<file path="src/rtl/booth_mult_sched.sv">
// Two-requester round-robin scheduler feeding a sequential radix-2 Booth multiplier.
// Define BOOTH_MULT_SCHED_STATS_EN to add the saturating ops_done result counter.
module booth_mult_sched #(
  parameter int unsigned DATA_WIDTH = 8
) (
  input  logic                      clk,
  input  logic                      rst_n,
  input  logic                      req0_valid,
  output logic                      req0_ready,
  input  logic [DATA_WIDTH-1:0]     req0_m,
  input  logic [DATA_WIDTH-1:0]     req0_q,
  input  logic                      req1_valid,
  output logic                      req1_ready,
  input  logic [DATA_WIDTH-1:0]     req1_m,
  input  logic [DATA_WIDTH-1:0]     req1_q,
  output logic                      res_valid,
  input  logic                      res_ready,
  output logic [2*DATA_WIDTH-1:0]   res_product,
`ifdef BOOTH_MULT_SCHED_STATS_EN
  output logic [15:0]               ops_done,
`endif
  output logic                      res_id
);

  localparam int unsigned DW = DATA_WIDTH;
  localparam int unsigned PW = 2 * DATA_WIDTH;
  localparam int unsigned CW = (DW > 2) ? $clog2(DW) : 1;
  localparam logic [CW-1:0] LAST_ITER = CW'(DW - 1);

  typedef enum logic [1:0] {IDLE, BUSY, DONE} state_e;

  state_e          state_q, state_d;
  logic            rr_ptr_q, rr_ptr_d;
  logic [DW-1:0]   m_q, m_d;
  logic [DW:0]     a_q, a_d;
  logic [DW-1:0]   qr_q, qr_d;
  logic            qm1_q, qm1_d;
  logic [CW-1:0]   count_q, count_d;
  logic            id_q, id_d;
  logic            res_valid_q, res_valid_d;
  logic [PW-1:0]   res_product_q, res_product_d;
  logic            res_id_q, res_id_d;

  logic            grant0_c, grant1_c;
  logic [DW:0]     a_sum_c, a_sh_c;
  logic [DW-1:0]   q_sh_c;

  // Single valid wins outright; a tie goes to the round-robin pointer.
  assign grant0_c = req0_valid & (~req1_valid | ~rr_ptr_q);
  assign grant1_c = req1_valid & (~req0_valid |  rr_ptr_q);

  // One Booth step: add/subtract sign-extended M, then arithmetic shift of {A,Q,q-1}.
  always_comb begin
    a_sum_c = a_q;
    unique case ({qr_q[0], qm1_q})
      2'b10:   a_sum_c = a_q - {m_q[DW-1], m_q};
      2'b01:   a_sum_c = a_q + {m_q[DW-1], m_q};
      default: a_sum_c = a_q;
    endcase
    a_sh_c = {a_sum_c[DW], a_sum_c[DW:1]};
    q_sh_c = {a_sum_c[0], qr_q[DW-1:1]};
  end

  always_comb begin
    state_d       = state_q;
    rr_ptr_d      = rr_ptr_q;
    m_d           = m_q;
    a_d           = a_q;
    qr_d          = qr_q;
    qm1_d         = qm1_q;
    count_d       = count_q;
    id_d          = id_q;
    res_valid_d   = res_valid_q;
    res_product_d = res_product_q;
    res_id_d      = res_id_q;
    req0_ready    = 1'b0;
    req1_ready    = 1'b0;
    unique case (state_q)
      IDLE: begin
        req0_ready = grant0_c;
        req1_ready = grant1_c;
        if (grant0_c | grant1_c) begin
          m_d      = grant1_c ? req1_m : req0_m;
          qr_d     = grant1_c ? req1_q : req0_q;
          a_d      = '0;
          qm1_d    = 1'b0;
          count_d  = '0;
          id_d     = grant1_c;
          rr_ptr_d = ~grant1_c;
          state_d  = BUSY;
        end
      end
      BUSY: begin
        a_d     = a_sh_c;
        qr_d    = q_sh_c;
        qm1_d   = qr_q[0];
        count_d = count_q + CW'(1);
        if (count_q == LAST_ITER) begin
          res_product_d = {a_sh_c[DW-1:0], q_sh_c};
          res_id_d      = id_q;
          res_valid_d   = 1'b1;
          state_d       = DONE;
        end
      end
      DONE: begin
        if (res_valid_q & res_ready) begin
          res_valid_d = 1'b0;
          state_d     = IDLE;
        end
      end
      default: state_d = IDLE;
    endcase
  end

  always_ff @(posedge clk or negedge rst_n) begin
    if (!rst_n) begin
      state_q       <= IDLE;
      rr_ptr_q      <= 1'b0;
      m_q           <= '0;
      a_q           <= '0;
      qr_q          <= '0;
      qm1_q         <= 1'b0;
      count_q       <= '0;
      id_q          <= 1'b0;
      res_valid_q   <= 1'b0;
      res_product_q <= '0;
      res_id_q      <= 1'b0;
    end else begin
      state_q       <= state_d;
      rr_ptr_q      <= rr_ptr_d;
      m_q           <= m_d;
      a_q           <= a_d;
      qr_q          <= qr_d;
      qm1_q         <= qm1_d;
      count_q       <= count_d;
      id_q          <= id_d;
      res_valid_q   <= res_valid_d;
      res_product_q <= res_product_d;
      res_id_q      <= res_id_d;
    end
  end

  assign res_valid   = res_valid_q;
  assign res_product = res_product_q;
  assign res_id      = res_id_q;

`ifdef BOOTH_MULT_SCHED_STATS_EN
  logic [15:0] ops_done_q, ops_done_d;

  // Counts consumed results, sticking at all-ones.
  always_comb begin
    ops_done_d = ops_done_q;
    if (res_valid_q & res_ready & (ops_done_q != 16'hFFFF)) begin
      ops_done_d = ops_done_q + 16'd1;
    end
  end

  always_ff @(posedge clk or negedge rst_n) begin
    if (!rst_n) ops_done_q <= '0;
    else        ops_done_q <= ops_done_d;
  end

  assign ops_done = ops_done_q;
`endif

endmodule

</file>
<file path="config.mk">
export PLATFORM = sky130hd
export DESIGN_NAME = booth_mult_sched
export DESIGN_NICKNAME = d
export VERILOG_FILES = /design/src/rtl/booth_mult_sched.sv
export SDC_FILE = /design/constraint.sdc
export NUM_CORES = 1
export LEC_CHECK = 0
export ABC_AREA = 0
export ABC_CLOCK_PERIOD_IN_PS = 3600
export BUFFER_PORTS_ARGS = -buffer_cell sky130_fd_sc_hd__buf_2
export CAP_MARGIN = 20
export CORE_MARGIN = 2
export CORE_UTILIZATION = 40
export CTS_CLUSTER_DIAMETER = 60
export DETAILED_ROUTE_END_ITERATION = 7
export GPL_ROUTABILITY_DRIVEN = 0
export HOLD_SLACK_MARGIN = 0.06
export PLACE_DENSITY = 0.61
export SLEW_MARGIN = 20
export SYNTH_ARGS = -nofsm -noshare
export SYNTH_HDL_FRONTEND = slang
export SYNTH_SLANG_ARGS = --single-unit
</file>
<file path="constraint.sdc">
create_clock -name clk -period 3.6 [get_ports clk]
set_clock_uncertainty 0.05 [all_clocks]
set_input_delay 0.36 -clock clk [delete_from_list [all_inputs] [get_ports clk]]
set_output_delay 0.36 -clock clk [all_outputs]
set_load 0.01 [all_outputs]
</file>
==> metrics, run 1 <==
status completed; core area 0.00679 mm^2; YS warnings 0; multiplexer share of the synthesized area 0.0826; Worst-path clk slew ~90 ps; Finish-stage setup viols 0; vias in the first global route 2145; CP startpoint kind flip-flop; Synth Area in Adders 0.0607; dominant cell type by area after synthesis dfrtp_1; FF/Latch Area approximately 0.0013 mm^2; R2R setup slack approximately 720 ps; die extent in y about 88 um; Final min period approximately 2900 ps; DR WL/cell between 10 and 15 um; gr usage total 0.172; largest net degree at the start of global routing 34; DRC Markers 0; Root Driver clkbuf_8; CTS buffer count 5; capture point of the worst reg-to-reg path a_q[7]; Max Slew Vio Count 0; met1 GRT Util 0.231; Leakage 1.68 nW; Max-slew headroom 0.355; cts hold-fix bufs 1; Tightest Hold Check Type primary input to flip-flop; synth-to-layout area growth 17.3%; Fmax approximately 350 MHz; Unique masters post-synth 42; global routing usage on met3 0.0339; top-count cell post-synth nand2_1; final cycle utilization of the critical path 0.800; DIE AREA slightly below 0.008 mm^2; area of the multi-input gates between 0.001 and 0.0015 mm^2; initial antenna violation count 0; top-area cell type share of the netlist area 0.447; deepest clock path buffer count 2; Syn Nets 355; detailed placement HPWL approximately 4400 um; CTS H-tree depth 2; Worst VDD drop 0.150 mV; number of max-cap violations 0; io pins between 50 and 60; Place WS roughly 730 ps; Synth area leaders dfrtp_1, nand2_1, ha_1; port bufs 56; Worst R2R Path Depth 9; Fin. Hold Viols 0; power per cell area around 320 mW/mm^2; post-cts resize count 0; fin nets about 400; Final WS setup 721 ps; Avg Cell Area, Syn 9.19 um^2; initial DRC count 159; diode count 0; # rows 30; Post-synth EDFFs 0; CP Class flip-flop to flip-flop; largest family of logic cells by synthesized area compound AO/OA/AOI/OAI gates; Critical R2R Launch qr_q[0]; WHS Path Cells 3; most common flop cell mapped by yosys dfrtp_1; first-pass GRT wire length 10200 um; GRT met2 Usage 0.279; Setup TNS Final 0 ps; grt total ovfl 0; Hold Startpoint req0_m[5]; unrepaired setup endpoints after global routing false; via count ~2300; fill count between 600 and 700; Die X 87.7 um; Synth Area in XOR/XNOR 0.0313; Pwr Total 1.04 mW; Crit Path Max Fanout 8; share of cells above drive strength 1 0.216; hold worst-path end m_q[5]; clk_lat worst skew just over 300 ps; fraction of registers with async set/reset 1.00; CP required 3790 ps; Initial DRT Pass Iterations 4; Seq/Total Area, Yosys 0.447; Worst Path Arrival just over 3000 ps; cells after synthesis 305; remaining antenna violation count 0; Cell Area, Synth about 0.0028 mm^2; element type at the critical path end flip-flop; synthesized flop and latch total 50; CTS tree done; CTS Sinks 50; DRT Wirelength around 6000 um; Most Crowded Layer GR met2; vias per std cell 5.11; Synth Area in Compound Gates 0.191; post-CTS setup buffers 0; top cells by instance count after synthesis nand2_1, dfrtp_1, nor2_1, o21ai_1, a21oi_1; initial core utilization 0.412; Post-Synth Simple-Gate Area 0.146; Slew @ Worst Pin between 900 and 1000 ps
[metrics by stage]
step / utilization / hold slack [ps] / instances / cell area, um^2
after floorplan: - / 14.4 / 305 / 2800
after global placement: 0.464 / 261 / 444 / 3150
after detailed placement: 0.464 / 273 / 444 / 3150
after CTS: 0.482 / 241 / 452 / 3270
after global routing: 0.484 / 255 / 453 / 3290
final: 0.484 / 241 / 453 / 3290
[area by class of cell]
type                    count  area share
well taps                  96      0.0366
flip-flops and latches     50       0.381
inverters                  10      0.0114
multi-input cells         230       0.441
clock inverters             1     0.00914
clock buffers               6      0.0251
repair buffers             60      0.0963
[where the power goes]
group          total [mW]  switching [mW]  internal [mW]  leakage [nW]
combinational      0.0638          0.0329         0.0309         0.990
clock               0.412           0.189          0.223        0.0573
sequential          0.562        0.000494          0.561         0.636
[sequential cells by signal, indices dropped and copies added (netlist names)]
signal	cells
a_q	8
count_q	3
id_q	1
m_q	8
qm1_q	1
qr_q	8
res_id	1
res_product	16
res_valid	1
rr_ptr_q	1
state_q	2
[how the worst max path moves through the flow]
stage	start	end	slack [ps]	cells after the start
after detailed placement	qr_q[0]	a_q[7]	730	9
after floorplan	qr_q[0]	a_q[7]	1000	10
after global placement	qr_q[0]	a_q[7]	820	9
final	qr_q[0]	a_q[7]	720	9
after CTS	qr_q[0]	a_q[7]	700	9
after global routing	qr_q[0]	res_product[15]	570	9
[placed cells by master, fill, tap and decap left out, drive strengths merged, types with 2 or more instances in the layout]
master	netlist	final
xnor2	4	4
nor3	7	7
a21oi	16	16
o21bai	3	3
dfrtp	50	50
clkbuf	7	6
nor2	20	20
xor2	6	6
ha	12	12
mux2i	13	13
a211oi	3	3
nand2b	2	2
a21o	4	4
nand3	2	2
mux2	9	9
o211ai	2	2
a22o	2	2
o31ai	3	3
a211o	2	2
inv	10	10
o22ai	7	7
o21ai	34	34
buf	8	59
nand2	63	63
a31oi	5	5
[kinds of logic after synthesis]
family	after synthesis
xor+xnor	10
buf+inv	25
compound gates	86
fa+ha+maj	13
mux	22
flops	50
simple gates	99
[critical path, cell delays in order (launching register included)]
cell      delay, ps
dfrtp_1         390
inv_1            70
ha_1            310
mux2_2          420
fa_1            460
a211oi_2        280
o211ai_1        150
a211o_1         330
a211o_1         270
o21ai_1          80
[routing by layer]
layer	vias up	share of wire	routed length, um
li1	1178	-	-
met1	1085	0.48	2850
met2	43	0.47	2780
met3	7	0.044	262
met4	0	0.015	88
met5	-	0	0
Note: power is estimated with default switching activity, not from simulation.
==> run 2, diff against run 1 <==
Settings changed: ABC_AREA 0 to 1, ABC_CLOCK_PERIOD_IN_PS 3600 to 2300, PLACE_DENSITY 0.61 to 0.63.
Clock period 3.6 ns to 2.3 ns, I/O delays scaled along.
==> metrics, run 2 <==
Internal 3.65 mW (+350%); CTS buffer count 5 (unchanged); Slew @ Worst Pin 639 ps (-326 ps); Finish-stage setup viols 2 (+2); clk_lat worst skew 310 ps (about the same); share of cells above drive strength 1 0.358 (+0.142); Unique masters post-synth 33 (-21%); # rows 30 (unchanged); most common flop cell mapped by yosys dfrtp_1; largest net degree at the start of global routing 30 (-12%); R2R setup slack -20 ps (-740 ps); DRT Wirelength 6790 um (+14%); first-pass GRT wire length 10800 um (+5.8%); Synth area leaders dfrtp_1, nand2_1, o21ai_0; Max-slew headroom 0.574 (+0.219); top cells by instance count after synthesis nand2_1, dfrtp_1, o21ai_0; port bufs 56 (unchanged); CTS tree done; Post-synth EDFFs 0 (unchanged); CP required 2460 ps (-1330 ps); Worst VDD drop 0.870 mV (+480%); CP Class flip-flop to flip-flop; via count 2507 (+8.4%); DRC Markers 0 (unchanged); final cycle utilization of the critical path 1.01 (+0.207); met2 WL post-DR 3310 um (+19%); Worst Path Arrival 2480 ps (-590 ps); commonest non-fill, non-tap cell in the layout nand2_1; fill count 661 (-1.5%); status complete, but fails checks; CP startpoint kind flip-flop; initial antenna violation count 0 (unchanged); fraction of registers with async set/reset 1.00 (unchanged); Cell Area, Synth 0.00285 mm^2 (+1.7%); Syn Nets 386 (+8.7%); top-area cell type share of the netlist area 0.439 (-0.00726); grt total ovfl 0 (unchanged); Fmax 432 MHz (+24%); synth-to-layout area growth 28.9%; gr usage total 0.178 (+0.00599); power share of the clock group 0.092 (-0.305); power per cell area 1870 mW/mm^2 (+490%); commonest non-fill, non-tap cells in the layout nand2_1, buf_2, dfrtp_1; Avg Cell Area, Syn 8.48 um^2 (-7.7%); CTS H-tree depth 2 (unchanged); share of power burned in combinational logic 0.670 (+0.608); top-count cell post-synth nand2_1; Root Driver clkbuf_8; vias in the first global route 2271 (+5.9%); die extent in y 88.4 um (+0.79%); switching part of the total power 0.467 (+0.253); met3 wire length 328 um (+25%); dpl cells 495 (+11%); io pins 57 (unchanged); Seq/Total Area, Yosys 0.439 (-0.00726); net switching power 3.20 mW (+1300%); met1 wire length 3090 um (+8.6%); Crit Path Max Fanout 3 (-5); DIE AREA 0.00781 mm^2 (+1.6%); synthesized flop and latch total 50 (unchanged); Max Slew Vio Count 0 (unchanged); remaining antenna violation count 0 (unchanged); Leakage 1.92 nW (+14%); number of max-cap violations 0 (unchanged); Tightest Hold Check Type primary input to flip-flop; max FFs per register 16 (unchanged); initial DRC count 143 (-10%); sequential share of power 0.238 (-0.304); Initial DRT Pass Iterations 4 (unchanged); element type at the critical path end flip-flop; Die X 88.4 um (+0.79%); detailed placement HPWL 4770 um (+8.6%); violations in the final reports negative setup slack; initial core utilization 0.417 (+0.00451); Final min period 2320 ps (-563 ps); final cell count without fillers 515 (+14%); diode count 0 (unchanged); fin nets 468 (+15%); cells after synthesis 336 (+10%); YS warnings 0 (unchanged); Worst-path clk slew 90 ps (about the same); Final WS setup -15.9 ps (-737 ps); dominant cell type by area after synthesis dfrtp_1; DR WL/cell 13.2 um (about the same); deepest clock path buffer count 2 (unchanged); Fin. Hold Viols 0 (unchanged); vias per std cell 4.87 (-4.7%); Pwr Total 6.86 mW (+560%); core area 0.00683 mm^2 (+0.55%); Max Used Layer met4; unrepaired setup endpoints after global routing true; CTS Sinks 50 (unchanged)
==> run 2: changes by cell type after synthesis, sizes merged, moves of 6 or more <==
cell,previous run,this run
nand2,63,101
inv,10,34
nand3,2,16
o21ai,34,46
nor3,7,0
nor2,20,14
==> run 2: worst paths after layout <==
kind / start / endpoint / depth (start not counted)
worst max-delay path: qm1_q / a_q[7] / 14
worst min-delay path: req0_m[5] / m_q[5] / 3
worst max register to register: qm1_q / a_q[7] / 14
worst min register to register: res_product[12] / res_product[12] / 2
max in group asynchronous: rst_n / res_product[7] / 3
min in group asynchronous: rst_n / m_q[7] / 2
==> run 2: through the flow <==
step | hold WS [ps] | utilization | setup TNS, ps | setup slack [ps] | area [um^2]
global route | 97.8 | 0.537 | -984 | -169 | 3670
floorplan | -116 | - | 0 | 96.8 | 2850
global placement | 241 | 0.486 | -236 | -73.4 | 3320
CTS | 86.4 | 0.517 | -2.07 | -1.34 | 3530
finish | 84.8 | 0.537 | -26.0 | -15.9 | 3670
detailed placement | 240 | 0.486 | -443 | -93.0 | 3320
==> run 2: critical path, cell delays in order, from the launching register on <==
cell and delay, ps:
dfrtp_1 420, ha_4 200, buf_4 150, o21ai_2 140
xor2_1 170, ha_1 290, a21o_1 190, nor2_2 120
nand2_2 80, nand2_2 80, nand3_2 70, nand2_1 100
nand2_2 70, nand2_1 60, nand2_1 40
==> run 2: metal layers <==
layer / GRT usage / vias to the layer above
li1: - / 1271
met4: 0.0455 / 0
met1: 0.243 / 1161
met2: 0.293 / 68
met3: 0.0326 / 7
met5: 0 / -
==> run 2: cell families (layout without fill, tap and decap cells) <==
family          Yosys count  count (layout)  share of synthesized area
mux                      15              15                     0.0558
simple gates            138             138                      0.217
compound gates           70              70                      0.141
xor+xnor                  6               6                     0.0185
flops                    50              50                      0.439
fa+ha+maj                13              13                     0.0598
buf+inv                  44             127                     0.0685
==> run 2: repair_timing <==
action,in CTS,in global routing
endpoints found under the hold margin,24,0
endpoints found under the setup margin,9,12
buffers inserted,7,4
resized for setup,15,32
hold buffers,1,0
pin swaps,10,15
==> run 2: layout make-up <==
type | count | area (um^2) | area share
inverter | 34 | 135 | 0.0368
clock buffer | 6 | 72.6 | 0.0198
sequential | 50 | 1250 | 0.342
clock inverter | 2 | 37.5 | 0.0102
multi-input combinational | 242 | 1540 | 0.418
timing repair buffer | 85 | 517 | 0.141
tap | 96 | 120 | 0.0327
==> run 2: power by group through the flow <==
stage                     Clock [mW]  Combinational (mW)  Sequential (mW)
final                          0.634                4.59             1.63
after global routing           0.680                5.12             1.68
after CTS                      0.641                4.06             1.60
after detailed placement           0                3.75             1.61
after global placement             0                3.70             1.60
after floorplan                    0                2.71             1.60
==> run 3, diff against run 2 <==
==> constraint.sdc (replaced) <==
create_clock -name clk -period 2.3 [get_ports clk]
set_clock_uncertainty 0.05 [all_clocks]
set_input_delay 0.115 -clock clk [delete_from_list [all_inputs] [get_ports clk]]
set_output_delay 0.115 -clock clk [all_outputs]
set_load 0.01 [all_outputs]
==> metrics, run 3 (synthesis gave the netlist of run 2 again) <==
commonest non-fill, non-tap cells in the layout nand2_1, buf_2, dfrtp_1; remaining antenna violation count 0 (unchanged); Design Area, Final 0.00365 mm^2 (-0.55%); Worst R2R Path Depth 17 (+3); power per cell area 1840 mW/mm^2 (-1.7%); vias in the first global route 2411 (+6.2%); Final min period 2300 ps (-13.4 ps); commonest non-fill, non-tap cell in the layout nand2_1; Worst-path clk slew 90 ps (about the same); area of the multi-input gates 0.00151 mm^2 (-1.8%); CTS H-tree depth 2 (unchanged); Root Driver clkbuf_8; Die X 88.4 um (unchanged); dpl cells 494 (-0.20%); grt total ovfl 0 (unchanged); Final WS setup -2.49 ps (+13.4 ps); fill count 677 (+2.4%); diode count 0 (unchanged); # rows 30 (unchanged); FF/Latch Area 0.00125 mm^2 (about the same); initial DRC count 136 (-4.9%); final cycle utilization of the critical path 1.00 (-0.00583); unrepaired setup endpoints after global routing true; largest net degree at the start of global routing 30 (unchanged); port bufs 56 (unchanged); DRC Markers 0 (unchanged); final cell count without fillers 518 (+0.58%); Max Slew Vio Count 0 (unchanged); number of max-cap violations 0 (unchanged); CTS tree done; CP Class flip-flop to flip-flop; Tightest Hold Check Type primary input to flip-flop; Leakage 1.92 nW (about the same); CP required 2460 ps (about the same); fin nets 471 (+0.64%); initial antenna violation count 0 (unchanged); Max-slew headroom 0.585 (+0.0103); io pins 57 (unchanged); Worst VDD drop 0.694 mV (-20%); violations in the final reports negative setup slack; Setup TNS Final -4.71 ps (+21.3 ps); synth-to-layout area growth 28.2%; Pwr Total 6.70 mW (-2.2%); DR WL/cell 13.2 um (+0.17%); share of cells above drive strength 1 0.334 (-0.0239); deepest clock path buffer count 2 (unchanged); Finish-stage setup viols 2 (unchanged); Worst Path Arrival 2460 ps (-20 ps); CP startpoint kind flip-flop; via count 2509 (+0.080%); Slew @ Worst Pin 623 ps (-15.5 ps); Initial DRT Pass Iterations 4 (unchanged); initial core utilization 0.417 (unchanged); DRT Wirelength 6840 um (+0.75%); core area 0.00683 mm^2 (unchanged); Place WS -130 ps (-36.5 ps); status complete, but fails checks; WHS Path Cells 3 (unchanged); element type at the critical path end flip-flop; die extent in y 88.4 um (unchanged); DIE AREA 0.00781 mm^2 (unchanged); Fin. Hold Viols 0 (unchanged); WHS 60.9 ps (-23.9 ps); first-pass GRT wire length 11300 um (+4.2%); clk_lat worst skew 300 ps (about the same); CTS Sinks 50 (unchanged); placed cell area 0.00332 mm^2 (-0.23%); final core utilization 0.534 (-0.00293); detailed placement HPWL 4880 um (+2.3%); CTS buffer count 5 (unchanged); Crit Path Max Fanout 5 (+2); vias per std cell 4.84 (-0.50%); Fmax 434 MHz (+0.58%); max FFs per register 16 (unchanged); gr usage total 0.186 (+0.00787)
[run 3: final cells by class]
| type | count | share of cell area |
|---|---|---|
| Sequential cell | 50 | 0.343 |
| Tap cell | 96 | 0.0329 |
| Clock inverter | 2 | 0.00343 |
| Clock buffer | 6 | 0.0226 |
| Inverter | 34 | 0.0363 |
| Multi-Input combinational cell | 242 | 0.413 |
| Timing Repair Buffer | 88 | 0.149 |
[run 3: critical path, cell delays in order, from the launching register on]
cell	delay [ps]
dfrtp_1	390
inv_2	90
ha_4	160
nand2_4	50
o31ai_4	220
xnor2_1	100
ha_1	370
nand2_2	90
nor2_1	80
nand2_1	70
nand2_1	90
inv_1	50
nand2_2	70
nand3_2	60
nand2_2	80
nand2_2	60
nand2_1	60
nand2_1	40
[run 3: path summary, 6_finish.rpt]
| check | slack (ps) | from | endpoint |
|---|---|---|---|
| setup / recovery | -2 | m_q[0] | res_product[15] |
| hold / removal | 60 | req1_m[1] | m_q[1] |
| setup reg to reg | -2 | m_q[0] | res_product[15] |
| hold reg to reg | 430 | res_product[9] | res_product[9] |
| max in group asynchronous | 1330 | rst_n | qr_q[5] |
| min in group asynchronous | 320 | rst_n | m_q[7] |
[run 3: metal layers]
metal	share of wire	vias up	global-route usage	routed length, um
met5	0	-	0	0
met4	0.012	0	0.0551	80
met3	0.034	10	0.0289	233
met2	0.49	50	0.307	3340
met1	0.47	1168	0.253	3190
li1	-	1281	-	-
[run 3: repair_timing]
item | 4_1_cts | 5_1_grt
hold buffers | 4 | 0
setup endpoints to repair | 9 | 12
pin swaps | 9 | 14
gates resized for setup | 15 | 21
setup buffers | 6 | 6
hold endpoints to repair | 27 | 0
[run 3: power breakdown]
| part | internal (mW) | leakage (nW) | total, mW | switching [mW] |
|---|---|---|---|---|
| sequential | 1.31 | 0.616 | 1.63 | 0.320 |
| clock | 0.242 | 0.0472 | 0.540 | 0.298 |
| combinational | 2.02 | 1.25 | 4.54 | 2.52 |
| total | 3.57 | 1.92 | 6.70 | 3.13 |
